[config.mk]
export PLATFORM = sky130hd
export DESIGN_NAME = dds_sweep_ctrl
export DESIGN_NICKNAME = d
export VERILOG_FILES = /design/src/rtl/sig_gen_pkg.sv /design/src/rtl/sweep_dwell_timer.sv /design/src/rtl/dds_sweep_ctrl.sv
export SDC_FILE = /design/constraint.sdc
export NUM_CORES = 1
export LEC_CHECK = 0
export CAP_MARGIN = 20
export CORE_MARGIN = 4
export CORE_UTILIZATION = 36
export DETAILED_ROUTE_END_ITERATION = 7
export PLACE_DENSITY_LB_ADDON = 0.15
export SLEW_MARGIN = 20
export SYNTH_ARGS = -nofsm -noshare
export SYNTH_HDL_FRONTEND = slang
export SYNTH_SLANG_ARGS = --single-unit
[constraint.sdc]
create_clock -name clk -period 11.48 [get_ports clk]
set_clock_uncertainty 0.1 [all_clocks]
set_input_delay 1.722 -clock clk [delete_from_list [all_inputs] [get_ports clk]]
set_output_delay 1.722 -clock clk [all_outputs]
set_load 0.05 [all_outputs]
[src/rtl/sig_gen_pkg.sv]
// -----------------------------------------------------------------------------
// sig_gen_pkg
// Shared constants for the signal generator sweep logic.
//   FW_W_DEF / DW_W_DEF : default frequency-word and dwell-counter widths
//   state_t             : 3-bit sweep FSM state
//   ST_*                : state encodings (ST_DOWN only reachable when the
//                         SWEEP_PINGPONG_EN build option is defined)
// -----------------------------------------------------------------------------
package sig_gen_pkg;

  localparam int FW_W_DEF = 32;
  localparam int DW_W_DEF = 24;
  localparam int ST_W     = 3;

  typedef logic [ST_W-1:0] state_t;

  localparam state_t ST_IDLE  = 3'd0;
  localparam state_t ST_DWELL = 3'd1;
  localparam state_t ST_STEP  = 3'd2;
  localparam state_t ST_WRAP  = 3'd3;
  localparam state_t ST_DOWN  = 3'd4;

endpackage

[src/rtl/sweep_dwell_timer.sv]
// -----------------------------------------------------------------------------
// sweep_dwell_timer
// Down-counter that measures how long the sweep holds one frequency word.
//   clk, rst_n : clock, asynchronous active-low reset (count clears to 0)
//   load       : load load_val into the counter (has priority over dec)
//   load_val   : dwell length in cycles, already forced to >= 1
//   dec        : count down by one (never below 1)
//   cnt        : current count
//   expire     : decrement that brings the count to 1 is happening now
//   at_one     : count is 1, i.e. this is the final cycle of the dwell
// -----------------------------------------------------------------------------
module sweep_dwell_timer #(
  parameter int DW_W = 24
) (
  input  logic            clk,
  input  logic            rst_n,
  input  logic            load,
  input  logic [DW_W-1:0] load_val,
  input  logic            dec,
  output logic [DW_W-1:0] cnt,
  output logic            expire,
  output logic            at_one
);

  localparam logic [DW_W-1:0] CNT_ONE = DW_W'(1);
  localparam logic [DW_W-1:0] CNT_TWO = DW_W'(2);

  always_ff @(posedge clk or negedge rst_n) begin
    if (!rst_n) begin
      cnt <= '0;
    end else if (load) begin
      cnt <= load_val;
    end else if (dec && (cnt > CNT_ONE)) begin
      cnt <= cnt - CNT_ONE;
    end
  end

  assign expire = dec && (cnt == CNT_TWO);
  assign at_one = (cnt == CNT_ONE);

endmodule

[src/rtl/dds_sweep_ctrl.sv]
// -----------------------------------------------------------------------------
// dds_sweep_ctrl
// Drives the DDS frequency control word through a linear sweep
// f_start -> f_stop in f_step increments, holding each word for `dwell`
// cycles. Single-shot or continuous; optional up/down ping-pong.
//
// Build option: define SWEEP_PINGPONG_EN to add the DOWN state and the
// decrementing datapath; otherwise the sweep restarts at f_start.
//
// Ports:
//   clk, rst_n   : clock, asynchronous active-low reset
//   start        : one-cycle pulse, begin sweep (ignored while busy)
//   stop         : one-cycle pulse, abort sweep (wins over start)
//   cont         : 1 = repeat forever, 0 = single shot (sampled at start)
//   f_start      : first frequency word
//   f_stop       : final frequency word
//   f_step       : increment per step
//   dwell        : cycles per step, 0 treated as 1
//   fword        : frequency word to the phase accumulator
//   fword_vld    : one-cycle pulse whenever fword changes
//   busy         : high while the FSM is not IDLE
//   done         : one-cycle pulse when a single-shot sweep completes
//   cfg_err      : one-cycle pulse when start is rejected (f_step==0 or
//                  f_start>=f_stop)
//   state_dbg    : current FSM state (sig_gen_pkg encoding)
//
// Timing: every word, including the last one, is held exactly dwell cycles.
// DWELL covers all but the final cycle of a hold; STEP, WRAP and DOWN each
// act on the final cycle, so leaving a state never stretches the hold.
// -----------------------------------------------------------------------------
module dds_sweep_ctrl
  import sig_gen_pkg::*;
#(
  parameter int FW_W = FW_W_DEF,
  parameter int DW_W = DW_W_DEF
) (
  input  logic            clk,
  input  logic            rst_n,
  input  logic            start,
  input  logic            stop,
  input  logic            cont,
  input  logic [FW_W-1:0] f_start,
  input  logic [FW_W-1:0] f_stop,
  input  logic [FW_W-1:0] f_step,
  input  logic [DW_W-1:0] dwell,
  output logic [FW_W-1:0] fword,
  output logic            fword_vld,
  output logic            busy,
  output logic            done,
  output logic            cfg_err,
  output logic [ST_W-1:0] state_dbg
);

  localparam logic [DW_W-1:0] DW_ONE = DW_W'(1);

  state_t          state;
  state_t          state_nxt;

  // Shadow copies of the configuration taken when a sweep starts
  logic [FW_W-1:0] f_start_s;
  logic [FW_W-1:0] f_stop_s;
  logic [FW_W-1:0] f_step_s;
  logic [DW_W-1:0] dwell_s;
  logic            cont_s;
  logic            shadow_load;

  logic [FW_W-1:0] fword_nxt;
  logic            vld_nxt;
  logic            done_nxt;
  logic            cfg_err_nxt;

  logic            tmr_load;
  logic [DW_W-1:0] tmr_load_val;
  logic            tmr_dec;
  logic [DW_W-1:0] tmr_cnt;
  logic            tmr_expire;
  logic            tmr_at_one;

  logic [DW_W-1:0] dwell_in;
  logic            cfg_ok;
  logic            dwell_one;

  logic [FW_W:0]   up_sum;
  logic            up_sat;
  logic [FW_W-1:0] up_word;
  state_t          up_state;
  state_t          start_state;
  state_t          restart_state;

  assign dwell_in  = (dwell == '0) ? DW_ONE : dwell;
  assign cfg_ok    = (f_step != '0) && (f_start < f_stop);
  assign dwell_one = (dwell_s == DW_ONE);

  // Up step in FW_W+1 bits so a wrap past all-ones shows up as a carry.
  assign up_sum  = {1'b0, fword} + {1'b0, f_step_s};
  assign up_sat  = up_sum[FW_W] || (up_sum[FW_W-1:0] > f_stop_s);
  assign up_word = up_sat ? f_stop_s : up_sum[FW_W-1:0];

  // With a one-cycle dwell there is no DWELL cycle, so the state that follows
  // a new word is the one that acts on it. A word equal to f_stop always ends
  // in WRAP; a saturated word goes straight to WRAP which runs the full dwell.
  assign up_state = dwell_one ? ((up_word == f_stop_s) ? ST_WRAP : ST_STEP)
                              : (up_sat ? ST_WRAP : ST_DWELL);
  assign start_state   = (dwell_in == DW_ONE) ? ST_STEP : ST_DWELL;
  assign restart_state = dwell_one ? ST_STEP : ST_DWELL;

`ifdef SWEEP_PINGPONG_EN
  logic [FW_W:0]   dn_diff;
  logic            dn_sat;
  logic [FW_W-1:0] dn_word;

  // Down step; the top bit is the borrow when f_step exceeds fword.
  assign dn_diff = {1'b0, fword} - {1'b0, f_step_s};
  assign dn_sat  = dn_diff[FW_W] || (dn_diff[FW_W-1:0] < f_start_s);
  assign dn_word = dn_sat ? f_start_s : dn_diff[FW_W-1:0];
`endif

  sweep_dwell_timer #(
    .DW_W (DW_W)
  ) u_timer (
    .clk      (clk),
    .rst_n    (rst_n),
    .load     (tmr_load),
    .load_val (tmr_load_val),
    .dec      (tmr_dec),
    .cnt      (tmr_cnt),
    .expire   (tmr_expire),
    .at_one   (tmr_at_one)
  );

  // ---------------------------------------------------------------------------
  // State and output registers
  // ---------------------------------------------------------------------------
  always_ff @(posedge clk or negedge rst_n) begin
    if (!rst_n) begin
      state     <= ST_IDLE;
      fword     <= '0;
      fword_vld <= 1'b0;
      done      <= 1'b0;
      cfg_err   <= 1'b0;
      f_start_s <= '0;
      f_stop_s  <= '0;
      f_step_s  <= '0;
      dwell_s   <= '0;
      cont_s    <= 1'b0;
    end else begin
      state     <= state_nxt;
      fword     <= fword_nxt;
      fword_vld <= vld_nxt;
      done      <= done_nxt;
      cfg_err   <= cfg_err_nxt;
      if (shadow_load) begin
        f_start_s <= f_start;
        f_stop_s  <= f_stop;
        f_step_s  <= f_step;
        dwell_s   <= dwell_in;
        cont_s    <= cont;
      end
    end
  end

  // ---------------------------------------------------------------------------
  // Next-state logic
  // ---------------------------------------------------------------------------
  always_comb begin
    state_nxt = state;
    if (stop) begin
      state_nxt = ST_IDLE;
    end else begin
      case (state)
        ST_IDLE: begin
          if (start && cfg_ok) state_nxt = start_state;
        end
        ST_DWELL: begin
          if (tmr_expire) state_nxt = (fword == f_stop_s) ? ST_WRAP : ST_STEP;
        end
        ST_STEP: begin
          state_nxt = up_state;
        end
        ST_WRAP: begin
          if (tmr_at_one) begin
`ifdef SWEEP_PINGPONG_EN
            state_nxt = ST_DOWN;
`else
            state_nxt = cont_s ? restart_state : ST_IDLE;
`endif
          end
        end
`ifdef SWEEP_PINGPONG_EN
        ST_DOWN: begin
          if (tmr_at_one && (fword == f_start_s)) begin
            state_nxt = cont_s ? up_state : ST_IDLE;
          end
        end
`endif
        default: state_nxt = ST_IDLE;
      endcase
    end
  end

  // ---------------------------------------------------------------------------
  // Output / datapath logic
  // ---------------------------------------------------------------------------
  always_comb begin
    fword_nxt    = fword;
    vld_nxt      = 1'b0;
    done_nxt     = 1'b0;
    cfg_err_nxt  = 1'b0;
    shadow_load  = 1'b0;
    tmr_load     = 1'b0;
    tmr_load_val = dwell_s;
    tmr_dec      = 1'b0;
    if (!stop) begin
      case (state)
        ST_IDLE: begin
          if (start) begin
            shadow_load = 1'b1;
            if (cfg_ok) begin
              fword_nxt    = f_start;
              vld_nxt      = 1'b1;
              tmr_load     = 1'b1;
              tmr_load_val = dwell_in;
            end else begin
              cfg_err_nxt = 1'b1;
            end
          end
        end
        ST_DWELL: begin
          tmr_dec = 1'b1;
        end
        ST_STEP: begin
          fword_nxt = up_word;
          vld_nxt   = 1'b1;
          tmr_load  = 1'b1;
        end
        ST_WRAP: begin
          if (tmr_at_one) begin
`ifdef SWEEP_PINGPONG_EN
            fword_nxt = dn_word;
            vld_nxt   = 1'b1;
            tmr_load  = 1'b1;
`else
            if (cont_s) begin
              fword_nxt = f_start_s;
              vld_nxt   = 1'b1;
              tmr_load  = 1'b1;
            end else begin
              done_nxt = 1'b1;
            end
`endif
          end else begin
            tmr_dec = 1'b1;
          end
        end
`ifdef SWEEP_PINGPONG_EN
        ST_DOWN: begin
          if (tmr_at_one) begin
            if (fword == f_start_s) begin
              if (cont_s) begin
                fword_nxt = up_word;
                vld_nxt   = 1'b1;
                tmr_load  = 1'b1;
              end else begin
                done_nxt = 1'b1;
              end
            end else begin
              fword_nxt = dn_word;
              vld_nxt   = 1'b1;
              tmr_load  = 1'b1;
            end
          end else begin
            tmr_dec = 1'b1;
          end
        end
`endif
        default: ;
      endcase
    end
  end

  assign busy      = (state != ST_IDLE);
  assign state_dbg = state;

endmodule

==> metrics.txt, run 1 <==
# TYPE chip_impl_metric gauge
chip_impl_metric{name="worst_skew_late_latency",unit="ns"} 0.46
chip_impl_metric{name="post-cts-setup-buffer-count",unit=""} 0
chip_impl_metric{name="powerDensity",unit="nW/um2"} 240
chip_impl_metric{name="cts.path.max_buffers",unit=""} 2
chip_impl_metric{name="layout.area.seq",unit="um2"} 4550
chip_impl_metric{name="cellInternalPower",unit="uW"} 1930
chip_impl_metric{name="synth-warning-count",unit=""} 0
chip_impl_metric{name="clock_tree_sinks",unit=""} 182
chip_impl_metric{name="grt.total_usage",unit=""} 0.252
chip_impl_info{name="critical_path_class",value="flop to flop"} 1
chip_impl_metric{name="timing.critical_path.required",unit="ns"} 11.70
chip_impl_metric{name="htree_levels",unit=""} 4
chip_impl_metric{name="timing.setup.tns",unit="ns"} 0
chip_impl_metric{name="tritoncts.num_buffers",unit=""} 17
chip_impl_metric{name="grt_overflow_total",unit=""} 0
chip_impl_metric{name="layout-drive-gt1-share",unit=""} 0.102
chip_impl_metric{name="synth_async_sr_flop_share",unit=""} 1.00
chip_impl_metric{name="normalized_max_slew_margin",unit=""} 0.180
chip_impl_metric{name="grt_start_max_net_pins",unit=""} 83
chip_impl_metric{name="max-cap-violations",unit=""} 0
chip_impl_metric{name="synthesis.instances",unit=""} 1489
chip_impl_metric{name="netlist.area_leader.share",unit=""} 0.342
chip_impl_info{name="synth.top_cells.by_area",value="dfrtp_1 (34%), ha_1 (9.2%), mux2_2 (7.8%)"} 1
chip_impl_metric{name="die_area",unit="um2"} 40200
chip_impl_metric{name="multi_input_comb_area",unit="um2"} 8150
chip_impl_metric{name="number_of_drc_violations_after_detailed_routing_iteration_0",unit=""} 1052
chip_impl_metric{name="grt_antenna_before_repair",unit=""} 1
chip_impl_metric{name="clkSlewWorstSetupHoldPaths",unit="ns"} 0.07
chip_impl_metric{name="vdd_drop_max",unit="mV"} 0.121
chip_impl_info{name="series_of_cell_instances_along_the_critical_path",value="ha_1, fa_1, a211oi_2, nor2_1, o311ai_1, nand3_1, o22ai_1, o21ai_1, xor2_1, ha_1, nand4_1, nor4_1, nand2_1, o211ai_1, nor2_2, buf_4, a211oi_1, o22ai_1"} 1
chip_impl_metric{name="gpl.final_weighted_congestion",unit=""} 1.01
chip_impl_metric{name="dp_hpwl",unit="mm"} 40.1
chip_impl_metric{name="synth_cell_type_count",unit=""} 77
chip_impl_info{name="min_path_type",value="flop to flop"} 1
chip_impl_metric{name="dr.pass1.iters",unit=""} 6
chip_impl_metric{name="grt_pass1_vias",unit=""} 12344
chip_impl_metric{name="total_wirelength",unit="mm"} 51.8
chip_impl_metric{name="timing.critical_path.slowest_cell_delay",unit="ns"} 0.70
chip_impl_metric{name="worst-slew-pin-transition",unit="ns"} 1.20
chip_impl_metric{name="netlist_area",unit="um2"} 13300
chip_impl_metric{name="diodes",unit=""} 0
chip_impl_info{name="slowest_stage",value="o211ai_1"} 1
chip_impl_metric{name="die_x",unit="um"} 200
chip_impl_metric{name="power.clock.fraction",unit=""} 0.164
chip_impl_metric{name="post_cts_resized",unit=""} 0
chip_impl_metric{name="seqPwrFrac",unit=""} 0.252
chip_impl_metric{name="postSynthAreaPerCell",unit="um2"} 8.95
chip_impl_info{name="synth_top_flop_cell",value="dfrtp_1"} 1
chip_impl_metric{name="layout_min_cycle_time",unit="ns"} 6.17
chip_impl_metric{name="layout-area-overhead-vs-synth",unit="%"} 19.5
chip_impl_metric{name="slew_violations",unit=""} 0
chip_impl_info{name="most_area_hungry_cell_type_in_the_yosys_netlist",value="dfrtp_1"} 1
chip_impl_metric{name="finalHoldWorstSlack",unit="ns"} 0.381
chip_impl_metric{name="ios",unit=""} 164
chip_impl_metric{name="port-buffer-count",unit=""} 162
chip_impl_metric{name="post_drt_via_cell_ratio",unit=""} 5.89
chip_impl_metric{name="routed-via-count",unit=""} 12268
chip_impl_metric{name="rows",unit=""} 70
chip_impl_metric{name="p_switching",unit="uW"} 1890
chip_impl_metric{name="fp.dieH",unit="um"} 200
chip_impl_metric{name="max_freq",unit="MHz"} 162
chip_impl_metric{name="cp_data_arrival_time",unit="ns"} 6.39
chip_impl_metric{name="synth-seq-cells",unit=""} 182
chip_impl_metric{name="holdBufCountCts",unit=""} 0
chip_impl_metric{name="detail_route.drc_violations",unit=""} 0
chip_impl_metric{name="power_frac_comb",unit=""} 0.584
chip_impl_metric{name="timing.critical_path.buf_inv",unit=""} 1
chip_impl_metric{name="sw_frac_of_total",unit=""} 0.494
chip_impl_metric{name="coreArea",unit="um2"} 36600
chip_impl_metric{name="initial_core_util",unit=""} 0.364
chip_impl_metric{name="dp_worst_setup_slack",unit="ns"} 5.29
chip_impl_metric{name="power_leakage",unit="uW"} 0.00665
chip_impl_metric{name="fillers",unit=""} 3685
chip_impl_metric{name="postSynthNetCount",unit=""} 1713
chip_impl_metric{name="grt_pass1_wl",unit="mm"} 78.7
chip_impl_metric{name="critPathMaxFanout",unit=""} 15
chip_impl_metric{name="finish.net_count",unit=""} 1825
chip_impl_metric{name="timing.final.crit_share",unit=""} 0.537
chip_impl_info{name="worst_setup_path_end_kind",value="flop"} 1
chip_impl_metric{name="synth-seq-area-share",unit=""} 0.342
chip_impl_metric{name="post_synth_edffs",unit=""} 0
chip_impl_info{name="cts_tree",value="built"} 1
chip_impl_metric{name="layout_setup_ws",unit="ns"} 5.31
chip_impl_metric{name="ant_nets",unit=""} 0
chip_impl_metric{name="report.final.hold_viol_count",unit=""} 0
chip_impl_info{name="crit_family",value="compound AO/OA/AOI/OAI gates"} 1
chip_impl_metric{name="setup_viol",unit=""} 0
chip_impl_info{name="cts_root_buf",value="clkbuf_16"} 1
chip_impl_metric{name="drt-wirelength-per-cell",unit="um"} 24.9
chip_impl_info{name="status",value="finished, final reports clean"} 1
chip_impl_info{name="start_kind",value="flop"} 1
chip_impl_info{name="grt_setup_unrepaired",value="false"} 1
-- cell usage in the layout (no fill, tap or decap), types with 37 or more instances in the layout --
cell type / count
inv_1: 83
nor3_1: 37
xor2_1: 41
nand4_1: 39
dfrtp_1: 182
o21ai_1: 39
a21oi_1: 124
o21ai_0: 76
mux2_2: 92
ha_1: 98
nor2_1: 90
xnor2_1: 59
clkdlybuf4s50_1: 161
nand2_1: 113
-- power groups by stage --
stage | Sequential (uW) | Combinational [uW] | Clock [uW]
floorplan | 996 | 1400 | 0
global placement | 967 | 2180 | 0
detailed placement | 971 | 2170 | 0
CTS | 959 | 2190 | 640
global route | 981 | 2390 | 667
finish | 963 | 2230 | 625
-- synth_stat cells (4+ instances only) --
master     count
nor3_1        37
dfrtp_1      182
and4_1         4
ha_1          98
o21ai_1       39
nand2b_1       4
nand4_1       39
o211a_1        4
nor2b_1        5
mux2i_1       21
or3_1          9
buf_2         14
o21a_1        10
nor4_1        31
or4_1          8
a2111oi_0      4
nand2_1      113
a31oi_1        6
o21ai_0       76
o211ai_1      13
o22ai_1       25
inv_1         83
a21o_1        27
xnor3_1        4
mux2_2        92
clkbuf_1      58
nand3_1       28
xor2_1        41
a211oi_1      31
nor2_1        90
a21oi_2        5
and3_1        10
nor4b_1        4
buf_4          5
a21oi_1      125
o31ai_1        8
xnor2_1       59
o21bai_1       9
-- worst paths after layout --
path,start,to,slack [ns],cells past startpoint
min in group asynchronous,rst_n,f_step_s[19],1.15,1
max in group asynchronous,rst_n,u_timer.cnt[14],8.05,3
worst max register to register,fword[0],fword[26],5.31,18
worst min register to register,u_timer.cnt[21],u_timer.cnt[21],0.38,1
worst max-delay path,fword[0],fword[26],5.31,18
worst min-delay path,u_timer.cnt[21],u_timer.cnt[21],0.38,1
-- routing by layer --
layer | vias up | GRT usage | wire length (um)
met4 | 2 | 0.0715 | 1530
li1 | 5677 | - | -
met2 | 467 | 0.414 | 24400
met5 | - | 0 | 9
met1 | 6044 | 0.342 | 22600
met3 | 78 | 0.0477 | 3320
-- sequential cells by signal, indices dropped and copies added, names as in the netlist, 2 cells and up --
signal,flops
f_start_s,32
f_step_s,32
f_stop_s,32
fword,32
dwell_s,24
u_timer.cnt,24
state_dbg,2
-- area by class of cell --
type / instances / share of cell area
multi-input combinational: 1143 / 0.512
clock inverter: 14 / 0.0108
timing repair buffer: 173 / 0.107
inverter: 84 / 0.0198
tap: 468 / 0.0368
clock buffer: 18 / 0.0276
sequential: 182 / 0.286
-- cell families (layout without fill, tap and decap cells) --
kind of cell,count (synthesis),count (layout),share of synthesized area
XOR/XNOR,104,104,0.0724
flip-flops,182,182,0.342
other,1,1,0.000281
buffers and inverters,164,289,0.0489
adder cells (fa/ha/maj),99,99,0.0935
multiplexers,115,115,0.0952
AO/OA/AOI/OAI,426,426,0.201
AND/OR/NAND/NOR,398,398,0.147
-- through the flow --
step	utilization	area, um2	std cells	total power, uW
2_1_floorplan	-	13300	1489	2390
3_3_place_gp	0.418	15300	2050	3150
3_5_place_dp	0.418	15300	2050	3140
4_1_cts	0.435	15900	2082	3790
5_1_grt	0.435	15900	2082	4040
6_report	0.435	15900	2082	3820
Note: power is estimated with default switching activity, not from simulation.
==> inputs of run 2 (changes only) <==
==> constraint.sdc (replaced) <==
create_clock -name clk -period 5.6 [get_ports clk]
set_clock_uncertainty 0.1 [all_clocks]
set_input_delay 0.84 -clock clk [delete_from_list [all_inputs] [get_ports clk]]
set_output_delay 0.84 -clock clk [all_outputs]
set_load 0.05 [all_outputs]
==> run 2 against run 1 <==
Largest power group unchanged. Combinational power increased by 120%. Sequential share of layout area is 0.66 points lower. Critical path type unchanged. Register-to-register slack got worse by 5.1 ns. Worst hold slack got worse by 0.12 ns. Die area unchanged. Routed wire length rose by 2.6%. Utilization increased by 1.0 points.
==> metrics.txt, run 2 (synthesis gave the netlist of run 1 again) <==
# TYPE chip_impl_metric gauge
chip_impl_info{name="status",value="finished, final reports clean"} 1
chip_impl_metric{name="grt.total_usage",unit=""} 0.258
chip_impl_info{name="series_of_cell_instances_along_the_critical_path",value="ha_1, fa_1, a211oi_4, nor2_1, o311ai_2, nand3_1, o22ai_2, o21ai_1, xor2_2, ha_1, nand4_1, nor4_1, nand4_1, o31ai_1, o211ai_1, buf_4, nor2_2, buf_4, a211oi_1, o22ai_1"} 1
chip_impl_metric{name="total_power",unit="uW"} 8190
chip_impl_info{name="slowest_stage",value="fa_1"} 1
chip_impl_metric{name="cts.path.max_buffers",unit=""} 2
chip_impl_metric{name="die_x",unit="um"} 200
chip_impl_metric{name="worst_skew_late_latency",unit="ns"} 0.46
chip_impl_info{name="mostFrequentLayoutCells",value="dfrtp_1 (182), clkdlybuf4s50_1 (161), a21oi_1 (124)"} 1
chip_impl_metric{name="gpl.final_weighted_congestion",unit=""} 1.00
chip_impl_metric{name="critPathMaxFanout",unit=""} 15
chip_impl_metric{name="clkSlewWorstSetupHoldPaths",unit="ns"} 0.08
chip_impl_metric{name="grt_pass1_wl",unit="mm"} 79.7
chip_impl_metric{name="met1Wirelength",unit="mm"} 23.6
chip_impl_metric{name="grt_antenna_before_repair",unit=""} 0
chip_impl_metric{name="htree_levels",unit=""} 4
chip_impl_metric{name="vdd_drop_max",unit="mV"} 0.273
chip_impl_metric{name="report.final.hold_viol_count",unit=""} 0
chip_impl_metric{name="number_of_drc_violations_after_detailed_routing_iteration_0",unit=""} 1032
chip_impl_metric{name="post_cts_resized",unit=""} 0
chip_impl_metric{name="grt_start_max_net_pins",unit=""} 156
chip_impl_metric{name="routed-via-count",unit=""} 12376
chip_impl_metric{name="finalHoldWorstSlack",unit="ns"} 0.266
chip_impl_metric{name="reg2reg_setup_slack",unit="ns"} 0.24
chip_impl_metric{name="worst-slew-pin-transition",unit="ns"} 1.07
chip_impl_metric{name="diodes",unit=""} 0
chip_impl_metric{name="met3_wirelength",unit="mm"} 3.39
chip_impl_metric{name="placedInstanceArea",unit="um2"} 15600
chip_impl_metric{name="fp.dieH",unit="um"} 200
chip_impl_metric{name="max-cap-violations",unit=""} 0
chip_impl_metric{name="powerDensity",unit="nW/um2"} 502
chip_impl_metric{name="finish.net_count",unit=""} 1864
chip_impl_metric{name="timing.critical_path.slowest_cell_delay",unit="ns"} 0.46
chip_impl_metric{name="max_freq",unit="MHz"} 187
chip_impl_metric{name="coreArea",unit="um2"} 36600
chip_impl_metric{name="grt_pass1_vias",unit=""} 12356
chip_impl_metric{name="layout.cells.non_filler",unit=""} 2121
chip_impl_metric{name="clock_tree_sinks",unit=""} 182
chip_impl_metric{name="post_drt_via_cell_ratio",unit=""} 5.83
chip_impl_metric{name="port-buffer-count",unit=""} 162
chip_impl_info{name="layout_commonest_cell",value="dfrtp_1"} 1
chip_impl_info{name="uppermost_layer_routed",value="met4"} 1
chip_impl_metric{name="timing.final.crit_share",unit=""} 0.957
chip_impl_metric{name="dr.pass1.iters",unit=""} 7
chip_impl_metric{name="drt-wirelength-per-cell",unit="um"} 25.1
chip_impl_info{name="worst_setup_path_end_kind",value="flop"} 1
chip_impl_metric{name="layout_setup_ws",unit="ns"} 0.239
chip_impl_metric{name="die_area",unit="um2"} 40200
chip_impl_metric{name="layout-drive-gt1-share",unit=""} 0.125
chip_impl_metric{name="ios",unit=""} 164
chip_impl_info{name="cts_root_buf",value="clkbuf_16"} 1
chip_impl_metric{name="normalized_max_slew_margin",unit=""} 0.288
chip_impl_metric{name="holdBufCountCts",unit=""} 0
chip_impl_info{name="cts_tree",value="built"} 1
chip_impl_metric{name="power_leakage",unit="uW"} 0.00687
chip_impl_metric{name="total_wirelength",unit="mm"} 53.1
chip_impl_metric{name="slew_violations",unit=""} 0
chip_impl_metric{name="ant_nets",unit=""} 0
chip_impl_metric{name="post-cts-setup-buffer-count",unit=""} 0
chip_impl_metric{name="dp_worst_setup_slack",unit="ns"} 0.0857
chip_impl_metric{name="placed_cells",unit=""} 2089
chip_impl_metric{name="cp_data_arrival_time",unit="ns"} 5.64
chip_impl_metric{name="dp_hpwl",unit="mm"} 41.8
chip_impl_metric{name="final_cell_area",unit="um2"} 16300
chip_impl_metric{name="rows",unit=""} 70
chip_impl_metric{name="routed-wl-met2",unit="mm"} 24.8
chip_impl_info{name="start_kind",value="flop"} 1
chip_impl_info{name="min_path_type",value="primary input to async pin"} 1
chip_impl_info{name="critical_path_class",value="flop to flop"} 1
chip_impl_metric{name="timing.critical_path.required",unit="ns"} 5.88
chip_impl_metric{name="layout_min_cycle_time",unit="ns"} 5.36
chip_impl_metric{name="tritoncts.num_buffers",unit=""} 17
chip_impl_metric{name="initial_core_util",unit=""} 0.364
chip_impl_metric{name="detail_route.drc_violations",unit=""} 0
chip_impl_metric{name="grt_overflow_total",unit=""} 0
chip_impl_metric{name="layout-area-overhead-vs-synth",unit="%"} 22.3
chip_impl_metric{name="setup_viol",unit=""} 0
## run 2: cell count changes in the layout (fill, tap and decap cells not counted), sizes merged
cell / delta
buf: +39
inv: -4
bufinv: +2
clkbuf: +1
clkinv: +1
## run 2: power by group
group	switching [uW]	internal, uW	total, uW
logic	3020	1880	4900
registers	346	1610	1950
clock network	605	732	1340
total	3970	4220	8190
## run 2: worst paths after layout
check / start / endpoint / cells after the start
worst max register to register: fword[0] / fword[10] / 20
min in group clk: u_timer.cnt[21] / u_timer.cnt[21] / 1
worst max-delay path: fword[0] / fword[10] / 20
worst min-delay path: rst_n / f_step_s[13] / 1
max in group asynchronous: rst_n / dwell_s[17] / 2
worst min register to register: u_timer.cnt[21] / u_timer.cnt[21] / 1
## run 2: metrics by stage
step,util,setup TNS [ns]
after floorplan,-,0
after global placement,0.427,0
after detailed placement,0.427,0
after CTS,0.444,0
after global routing,0.445,-0.0137
final,0.445,0
## run 2: worst max-delay path: cells and delay by family (launching register included)
family | cells | cell delay, ns
adders and majority gates | 3 | 1.06
and+or+nand+nor | 6 | 1.22
xor gates and xnor gates | 1 | 0.21
buffers and inverters | 2 | 0.46
DFF | 1 | 0.43
AOI/OAI and AO/OA | 8 | 1.78
## run 2: cell type report
cell class              count  area, um2
clock buffers              19        443
clock inverters            13        186
fillers                  3620      20300
inverters                  84        315
multi-input cells        1143       8200
flip-flops and latches    182       4550
well taps                 468        586
repair buffers            212       2030
## run 2: per-layer routing
| metal | up-vias | track usage |
|---|---|---|
| met5 | - | 0 |
| met4 | 0 | 0.0701 |
| met3 | 78 | 0.0378 |
| met2 | 461 | 0.419 |
| met1 | 6089 | 0.362 |
| li1 | 5748 | - |
